--- src/rtl/hazard_scoreboard_pkg.sv ---
// Shared latency-class encodings and helpers for the hazard scoreboard.
package hazard_scoreboard_pkg;

  typedef enum logic [1:0] {
    LAT_ALU  = 2'b00,
    LAT_LOAD = 2'b01,
    LAT_MUL  = 2'b10,
    LAT_RSVD = 2'b11
  } lat_class_e;

  localparam int REG_IDX_W = 5;

  // Cycles from issue until the result is forwardable; the reserved class behaves as ALU.
  function automatic int lat_of(input logic [1:0] cls, input int mul_lat);
    case (lat_class_e'(cls))
      LAT_LOAD: return 1;
      LAT_MUL:  return mul_lat;
      default:  return 0;
    endcase
  endfunction

endpackage

--- src/rtl/hazard_scoreboard_if.sv ---
// Decode-side issue request and scoreboard stall response bundle.
interface hazard_scoreboard_if
  import hazard_scoreboard_pkg::*;
#(
  parameter int NREG = 32
) ();
  logic                 issue_valid;
  logic                 rs1_used;
  logic                 rs2_used;
  logic [REG_IDX_W-1:0] rs1_d;
  logic [REG_IDX_W-1:0] rs2_d;
  logic [REG_IDX_W-1:0] rd_d;
  logic [1:0]           lat_class;
  logic                 flush_ex;
  logic                 stall;
  logic                 issue_fire;
  logic [NREG-1:0]      pending_mask;

  modport master (
    output issue_valid, rs1_used, rs2_used, rs1_d, rs2_d, rd_d, lat_class, flush_ex,
    input  stall, issue_fire, pending_mask
  );

  modport slave (
    input  issue_valid, rs1_used, rs2_used, rs1_d, rs2_d, rd_d, lat_class, flush_ex,
    output stall, issue_fire, pending_mask
  );
endinterface

--- src/rtl/hazard_scoreboard_sb_entry.sv ---
// One register's countdown until its in-flight result becomes forwardable.
module sb_entry #(
  parameter int CNT_W = 2
) (
  input  logic             i_clk,
  input  logic             i_rst,
  input  logic             i_load,
  input  logic [CNT_W-1:0] i_load_val,
  input  logic             i_clr,
  output logic [CNT_W-1:0] o_cnt
);
  logic [CNT_W-1:0] r_cnt;

  // A new issue beats a flush of the older writer to the same register.
  always_ff @(posedge i_clk) begin
    if (i_rst)               r_cnt <= '0;
    else if (i_load)         r_cnt <= i_load_val;
    else if (i_clr)          r_cnt <= '0;
    else if (r_cnt != '0)    r_cnt <= r_cnt - CNT_W'(1);
  end

  assign o_cnt = r_cnt;
endmodule

--- src/rtl/hazard_scoreboard.sv ---
// Tracks in-flight destination registers and raises a decode stall on RAW/WAW hazards.
module hazard_scoreboard
  import hazard_scoreboard_pkg::*;
#(
  parameter int NREG    = 32,
  parameter int MUL_LAT = 3,
  parameter int CNT_W   = 2
) (
  input  logic               i_clk,
  input  logic               i_rst,
  hazard_scoreboard_if.slave bus
);
  logic [NREG-1:0][CNT_W-1:0] w_cnt;
  logic [NREG-1:0]            w_pend;
  logic [CNT_W-1:0]           w_lat;
  logic                       w_raw1;
  logic                       w_raw2;
  logic                       w_waw;
  logic                       w_stall;
  logic                       w_fire;
  logic [REG_IDX_W-1:0]       r_last_rd;
  logic                       r_last_vld;

  assign w_lat = CNT_W'(lat_of(bus.lat_class, MUL_LAT));

  // x0 has no entry; its count reads as zero so it never stalls.
  assign w_cnt[0]  = '0;
  assign w_pend[0] = 1'b0;

  for (genvar g = 1; g < NREG; g++) begin : g_ent
    sb_entry #(.CNT_W(CNT_W)) u_ent (
      .i_clk      (i_clk),
      .i_rst      (i_rst),
      .i_load     (w_fire && (bus.rd_d == REG_IDX_W'(g))),
      .i_load_val (w_lat),
      .i_clr      (bus.flush_ex && r_last_vld && (r_last_rd == REG_IDX_W'(g))),
      .o_cnt      (w_cnt[g])
    );
    assign w_pend[g] = |w_cnt[g];
  end

  assign w_raw1  = bus.rs1_used && (bus.rs1_d != '0) && (w_cnt[bus.rs1_d] != '0);
  assign w_raw2  = bus.rs2_used && (bus.rs2_d != '0) && (w_cnt[bus.rs2_d] != '0);
  // An older write still landing after this one would clobber the younger result.
  assign w_waw   = (bus.rd_d != '0) && (w_cnt[bus.rd_d] > w_lat);
  assign w_stall = bus.issue_valid && (w_raw1 || w_raw2 || w_waw);
  assign w_fire  = bus.issue_valid && !w_stall;

  always_ff @(posedge i_clk) begin
    if (i_rst) begin
      r_last_vld <= 1'b0;
      r_last_rd  <= '0;
    end else begin
      r_last_vld <= w_fire && (bus.rd_d != '0);
      if (w_fire) r_last_rd <= bus.rd_d;
    end
  end

  assign bus.stall        = w_stall;
  assign bus.issue_fire   = w_fire;
  assign bus.pending_mask = w_pend;
endmodule

--- src/flat_wrapper.sv ---
// flat-port wrapper written by rule: the top's interface ports become plain ports
module hazard_scoreboard_flat import hazard_scoreboard_pkg::*;
#(
  parameter int NREG    = 32,
  parameter int MUL_LAT = 3,
  parameter int CNT_W   = 2
)
  (i_clk, i_rst, bus_issue_valid, bus_rs1_used, bus_rs2_used, bus_rs1_d, bus_rs2_d, bus_rd_d, bus_lat_class, bus_flush_ex, bus_stall, bus_issue_fire, bus_pending_mask);
  hazard_scoreboard_if #(.NREG(NREG)) bus_i ();
  input  logic i_clk;
  input  logic i_rst;
  input wire logic [$bits(bus_i.issue_valid)-1:0] bus_issue_valid;
  input wire logic [$bits(bus_i.rs1_used)-1:0] bus_rs1_used;
  input wire logic [$bits(bus_i.rs2_used)-1:0] bus_rs2_used;
  input wire logic [$bits(bus_i.rs1_d)-1:0] bus_rs1_d;
  input wire logic [$bits(bus_i.rs2_d)-1:0] bus_rs2_d;
  input wire logic [$bits(bus_i.rd_d)-1:0] bus_rd_d;
  input wire logic [$bits(bus_i.lat_class)-1:0] bus_lat_class;
  input wire logic [$bits(bus_i.flush_ex)-1:0] bus_flush_ex;
  output wire logic [$bits(bus_i.stall)-1:0] bus_stall;
  output wire logic [$bits(bus_i.issue_fire)-1:0] bus_issue_fire;
  output wire logic [$bits(bus_i.pending_mask)-1:0] bus_pending_mask;
  assign bus_i.issue_valid = bus_issue_valid;
  assign bus_i.rs1_used = bus_rs1_used;
  assign bus_i.rs2_used = bus_rs2_used;
  assign bus_i.rs1_d = bus_rs1_d;
  assign bus_i.rs2_d = bus_rs2_d;
  assign bus_i.rd_d = bus_rd_d;
  assign bus_i.lat_class = bus_lat_class;
  assign bus_i.flush_ex = bus_flush_ex;
  assign bus_stall = bus_i.stall;
  assign bus_issue_fire = bus_i.issue_fire;
  assign bus_pending_mask = bus_i.pending_mask;
  hazard_scoreboard #(.NREG(NREG), .MUL_LAT(MUL_LAT), .CNT_W(CNT_W)) u_core (.i_clk(i_clk), .i_rst(i_rst), .bus(bus_i));
endmodule
--- config.mk ---
export PLATFORM = sky130hd
export DESIGN_NAME = hazard_scoreboard_flat
export DESIGN_NICKNAME = d
export VERILOG_FILES = /design/src/rtl/hazard_scoreboard_pkg.sv /design/src/rtl/hazard_scoreboard_if.sv /design/src/rtl/hazard_scoreboard_sb_entry.sv /design/src/rtl/hazard_scoreboard.sv /design/src/flat_wrapper.sv
export SDC_FILE = /design/constraint.sdc
export NUM_CORES = 1
export LEC_CHECK = 0
export BUFFER_PORTS_ARGS = -buffer_cell sky130_fd_sc_hd__buf_4
export CAP_MARGIN = 20
export CORE_MARGIN = 2
export CORE_UTILIZATION = 61
export CTS_BUF_LIST = sky130_fd_sc_hd__clkbuf_16
export CTS_CLUSTER_DIAMETER = 30
export DETAILED_ROUTE_END_ITERATION = 6
export GPL_TIMING_DRIVEN = 0
export PLACE_DENSITY = 0.82
export SYNTH_ARGS = -nofsm -noshare
export SYNTH_HDL_FRONTEND = slang
export SYNTH_SLANG_ARGS = --single-unit
export TNS_END_PERCENT = 20
--- constraint.sdc ---
create_clock -name i_clk -period 5.7 [get_ports i_clk]
set_input_delay 0.57 -clock i_clk [delete_from_list [all_inputs] [get_ports i_clk]]
set_output_delay 0.57 -clock i_clk [all_outputs]
set_load 0.02 [all_outputs]
---- Yosys cells after proc, flatten, opt, wreduce, memory -nomap -nowiden ----
Index checks and enable logic that the tools add are counted.
operators by class
  reductions and logical operators ........ 172
  add/sub/neg operators ................... 31
  equal/unequal tests ..................... 64
  mux-type cells .......................... 100
  order comparisons ....................... 4
operators with widths
  operator               number
  $mux W2                96
  $eq A5 B5 Y1 const B   32
  $reduce_bool A3 Y1     31
  $eq A5 B4 Y1 const B   16
  $logic_and A1 B1 Y1    71
  $reduce_bool A2 Y1     33
  $reduce_or A2 Y1       31
  $sub A2 B1 Y2 const B  31
  $eq A5 B3 Y1 const B   8
  $bmux W2 S5            3
  $eq A5 B2 Y1 const B   4
  $lt A5 B6 Y1 const B   3
  $reduce_bool A5 Y1     3
  $eq A5 B1 Y1 const B   2
  $pmux W2 S2            1
  $eq A2 B1 Y1 const B   1
  $eq A2 B2 Y1 const B   1
  $gt A2 B2 Y1           1
  $logic_or A1 B1 Y1     2
  $logic_not A1 Y1       1
word-level totals
  bits in registers ....................... 68
  word-level logic and storage cells ...... 404

---- Depth between registers and ports, before layout ----
  word-level depth ........................ 11
  mapped depth ............................ 17
  depth with buffers taken out ............ 13

---- By module ----
Synthesis repeated with hierarchy kept, for this count alone.
unflattened totals
  cells, all modules ...................... 716
  area, all modules ....................... 5788.1 sq um
modules (own cells, without submodules)
  module             area an instance (sq um)  cells an instance  instances  seq. area each (sq um)
  sb_entry           113.9                     13                 31         40.0
  hazard_scoreboard  2258.4                    313                1          120.1

---- Worst setup path before layout ----
Ideal clock, no wire load.
  kind .................................... input to output
  from .................................... input port bus_rd_d[0]
  to ...................................... output port bus_issue_fire
  cell stages on the path ................. 12
  path buffers ............................ 3
  path slack .............................. 1331 ps
  required time ........................... 5130 ps
  arrival ................................. 3799 ps
  cells stage by stage .................... buf_1 mux4_2 mux4_2 mux2_2 ha_1 nor2b_1 a2bb2oi_1 a21o_1 a211oi_1 and4bb_1 buf_6 buf_6
between the ends
  cells in the longest elaborated chain, start to end .. 8
  elaborated cells between the ends (all ways) .. 9
  classes of those cells .................. 1 x order compare; 2 x mux; 6 x reduce/logical
RTL lines
  item                           RTL line                 text
  start: declaration             flat_wrapper.sv:17       input wire logic [$bits(bus_i.rd_d)-1:0] bus_rd_d;
  $bmux W2 S5                    hazard_scoreboard.sv:45  assign w_waw = (bus.rd_d != '0) && (w_cnt[bus.rd_d] > w_lat);
  $mux W2 (not written as such)  hazard_scoreboard.sv:45
  $gt A2 B2 Y1                   hazard_scoreboard.sv:45
  $logic_and A1 B1 Y1 (*)        hazard_scoreboard.sv:45
  $logic_or A1 B1 Y1 (*)         hazard_scoreboard.sv:46  assign w_stall = bus.issue_valid && (w_raw1 || w_raw2 || w_waw);
  $logic_and A1 B1 Y1 (*)        hazard_scoreboard.sv:46
  $logic_not A1 Y1 (*)           hazard_scoreboard.sv:47  assign w_fire = bus.issue_valid && !w_stall;
  $logic_and A1 B1 Y1 (*)        hazard_scoreboard.sv:47
  end: declaration               flat_wrapper.sv:21       output wire logic [$bits(bus_i.issue_fire)-1:0] bus_issue_fire;
Every way passes the cells marked *; elsewhere a longest branch is shown, timed or not. The select of a mux whose other input is x is not followed.

---- Worst setup path in the final report ----
Ends and elaborated chain as after synthesis.

==> results by group <==
Clock tree
  • Hold-fix buffer count after cts: 0
  • Post-CTS setup buffer count: 0
  • Number of gates resized after cts: 0
  • CTS buffer count: 9
  • CTS sink count: 68
  • Worst-path clk slew: 0.06 ns
  • H-tree lvl count: 3
  • CTS tree: done
  • Clock buffer depth: 2
  • Worst-Skew Late Latency: 0.33 ns
  • Root Driver: clkbuf_16

Global routing
  • Gr ovfl total: 0
  • Gr usage total: 35.8%
  • Vias in the first global route: 5314
  • Largest net degree at the start of global routing: 12
  • Initial antenna violation count: 0
  • Global-route wire length before repair: approximately 28000 um

Setup path
  • Crit end category: output pin
  • FF-to-FF setup slack: 1.84 ns
  • Slowest CP cell: buf_1
  • Critical Path End: bus_issue_fire
  • Worst reg2reg endpoint: u_core.g_ent[26].u_ent.o_cnt[1]$_SDFFE_PP0P_
  • Critical path required time: between 5 and 6 ns
  • Critical R2R Launch: u_core.g_ent[8].u_ent.o_cnt[1]$_SDFFE_PP0P_
  • Crit-path cells: buf_4, buf_1, mux4_2, mux4_2, mux2_2, ha_1, nor2b_1, a2bb2oi_1, a21o_1, a211oi_1, and4bb_1, buf_6, buf_6, buf_4
  • Crit Path Class: input port to output pin
  • Worst setup startpoint: bus_rd_d[0]
  • Worst-path fanout max: 10
  • Cells on worst reg2reg path: 12
  • Startpoint Class: input port
  • Arr. time, crit path: between 4 and 5 ns
  • Worst path max stage delay: 0.77 ns

Layout
  • Synth-to-Final Area Change: 13.9%
  • Commonest non-fill, non-tap cells in the layout: nand2_1 (103), inv_1 (101), mux2i_1 (69), dfxtp_1 (68), buf_4 (49)
  • Non-filler cells, final: 870
  • Util after Layout: 70.7%
  • Share of post-route cells with drive strength above 1: roughly 15%
  • Inserted Diodes: 0
  • Final net count: 811
  • Multi-input gate area: 0.00373 mm^2
  • Commonest non-fill, non-tap cell in the layout: nand2_1
  • Fillers: 701
  • Reg area: 0.00136 mm^2

Timing
  • Fin crit share: just over 90%
  • Post-Route Setup TNS: 0 ns
  • Slew Viols, Final: 0
  • FMAX: 188 MHz
  • Final setup vio count: 0
  • RSZ-0062 raised after global routing: false
  • Slew HR: 30.5%
  • Worst Max-Slew Pin Slew: 1.04 ns
  • Final Hold Fails: 0
  • Final worst slack: 0.372 ns
  • Clock Skew: 0.00770 ns
  • Tmin final: 5.33 ns

Synthesis
  • Cells after Synth: 695
  • Synthesized flop and latch total: between 60 and 70
  • Fraction of registers with async set/reset: 0%
  • EDFF count, synth: 0
  • Yosys warnings: 0
  • Ys flop type: dfxtp_1
  • Netlist cell types: 57
  • Mapped Nets: 752
  • Avg Cell Area, Syn: 8.13 um^2
  • Sequential share of the synthesized area: 24.1%
  • Syn Std Cell Area: 0.00565 mm^2

Placed design
  • Placed cell count: between 800 and 900
  • Post-DP HPWL: 13300 um
  • DP Worst Slack: 0.448 ns
  • PortBufs: 48
  • GPL Wtd Cong: 0.989

Die
  • Area of the die: 0.0101 mm^2
  • Die width: ~100 um
  • Initial Util: 62.1%
  • Core area: 0.00911 mm^2
  • Number of I/O pins: 57
  • Die H: 100 um
  • Num rows: 35

Routing
  • Post-DRT Antenna Nets: 0
  • DRT Pass-1 Iters: 6
  • DR vias/cell: approximately 6.4
  • DR DRC count: 0
  • Vias: roughly 5600
  • WL/cell: 20.3 um
  • Total wire length: approximately 18000 um
  • DR iter-0 viols: 582

Worst hold path
  • Worst hold path class: flip-flop to flip-flop

Power and ir drop
  • Maximum vdd drop: ~340 uV
  • Pleak: 3.02 nW
  • PD cells: 548 mW/mm^2

Run
  • Maxcap violations: 0

Run status
  • Status: finished, final reports clean
==> kinds of logic (layout without fill, tap and decap cells) <==
family / after synthesis / count (layout) / synth area share (%)
xor gates and xnor gates: 31 / 31 / 4.80
adders and majority gates: 34 / 34 / 7.53
other: 1 / 1 / 0.0663
AOI/OAI and AO/OA: 99 / 99 / 10.5
buffers and inverters: 141 / 205 / 9.92
DFF: 68 / 68 / 24.1
and+or+nand+nor: 225 / 225 / 20.3
muxes: 96 / 96 / 22.8
==> sequential cells by signal (all words and copies together) (netlist names) <==
name / flops
u_core.r_last_rd: 5
u_core.g_ent.u_ent.o_cnt: 62
u_core.r_last_vld: 1
==> metrics by stage <==
stage	instance area [um^2]	hold slack [ns]	total power, mW
2_1_floorplan	5650	0.473	2.32
3_3_place_gp	6150	0.491	2.81
3_5_place_dp	6150	0.506	2.93
4_1_cts	6440	0.522	3.49
5_1_grt	6440	0.565	3.79
6_report	6440	0.548	3.53
==> synth_stat cells, types with 2 or more instances <==
master       n  area share, %
a22o_1       2           0.31
buf_2        4           0.35
and4_1       3           0.46
nand3b_1     3           0.40
and2_1       4           0.44
o211ai_1     2           0.27
nand2b_1     4           0.44
nor4b_1      2           0.31
nand4_1     10            1.1
buf_1        6           0.40
or2_0        2           0.22
o21ai_0     35            3.1
dfxtp_1     68             24
or2_1        6           0.66
a41oi_1      2           0.31
nand4b_1     5           0.77
buf_6        3           0.60
mux2i_1     69             12
nand3_2     13            2.3
inv_1      100            6.6
a31oi_1      5           0.55
ha_1        34            7.5
nand3_1      2           0.18
mux4_2      26             10
xnor2_1     31            4.8
nor3b_1      6           0.80
nand2_1    103            6.8
o2111ai_1    2           0.31
a21oi_1     33            2.9
nor2b_1     10            1.1
clkbuf_1    26            1.7
a2111oi_0    3           0.46
nor3_1      15            1.3
nor2_1      31            2.1
o31ai_1      3           0.40
==> final cells by class <==
class / instances / area share (%)
plain buffers: 40 / 2.82
clock buffers: 9 / 3.50
clock inverters: 7 / 0.914
inverters: 101 / 5.89
multi-input cells: 486 / 58.0
flip-flops and latches: 68 / 21.2
well taps: 111 / 2.16
repair buffers: 48 / 5.60
==> where the power goes <==
group / internal [mW] / switching [mW]
clock: 0.333 / 0.220
combinational: 0.950 / 1.11
sequential: 0.674 / 0.242
==> critical path: cells and delay by family <==
kind,cells,cell delay (ns)
buffers and inverters,5,1.39
adders and majority gates,1,0.31
muxes,3,1.42
AOI/OAI and AO/OA,3,0.61
and+or+nand+nor,2,0.43
==> worst min-delay path by stage <==
stage | from | end | slack, ns | depth (start not counted)
5_1_grt | u_core.r_last_rd[4]$_SDFFE_PP0P_ | u_core.r_last_rd[4]$_SDFFE_PP0P_ | 0.56 | 2
4_1_cts | u_core.r_last_rd[4]$_SDFFE_PP0P_ | u_core.r_last_rd[4]$_SDFFE_PP0P_ | 0.52 | 2
2_1_floorplan | u_core.r_last_rd[4]$_SDFFE_PP0P_ | u_core.r_last_rd[4]$_SDFFE_PP0P_ | 0.47 | 2
3_3_place_gp | u_core.r_last_rd[4]$_SDFFE_PP0P_ | u_core.r_last_rd[4]$_SDFFE_PP0P_ | 0.49 | 2
6_report | u_core.r_last_rd[4]$_SDFFE_PP0P_ | u_core.r_last_rd[4]$_SDFFE_PP0P_ | 0.55 | 2
3_5_place_dp | u_core.r_last_rd[4]$_SDFFE_PP0P_ | u_core.r_last_rd[4]$_SDFFE_PP0P_ | 0.51 | 2
==> per-layer routing <==
metal,up-vias,routed length (um),GRT usage [%]
li1,2490,-,-
met1,2560,6680,45.0
met2,439,7960,57.7
met3,64,2370,11.1
met4,0,640,13.9
met5,-,0,0
No activity file was read; power rests on OpenSTA's default activity.
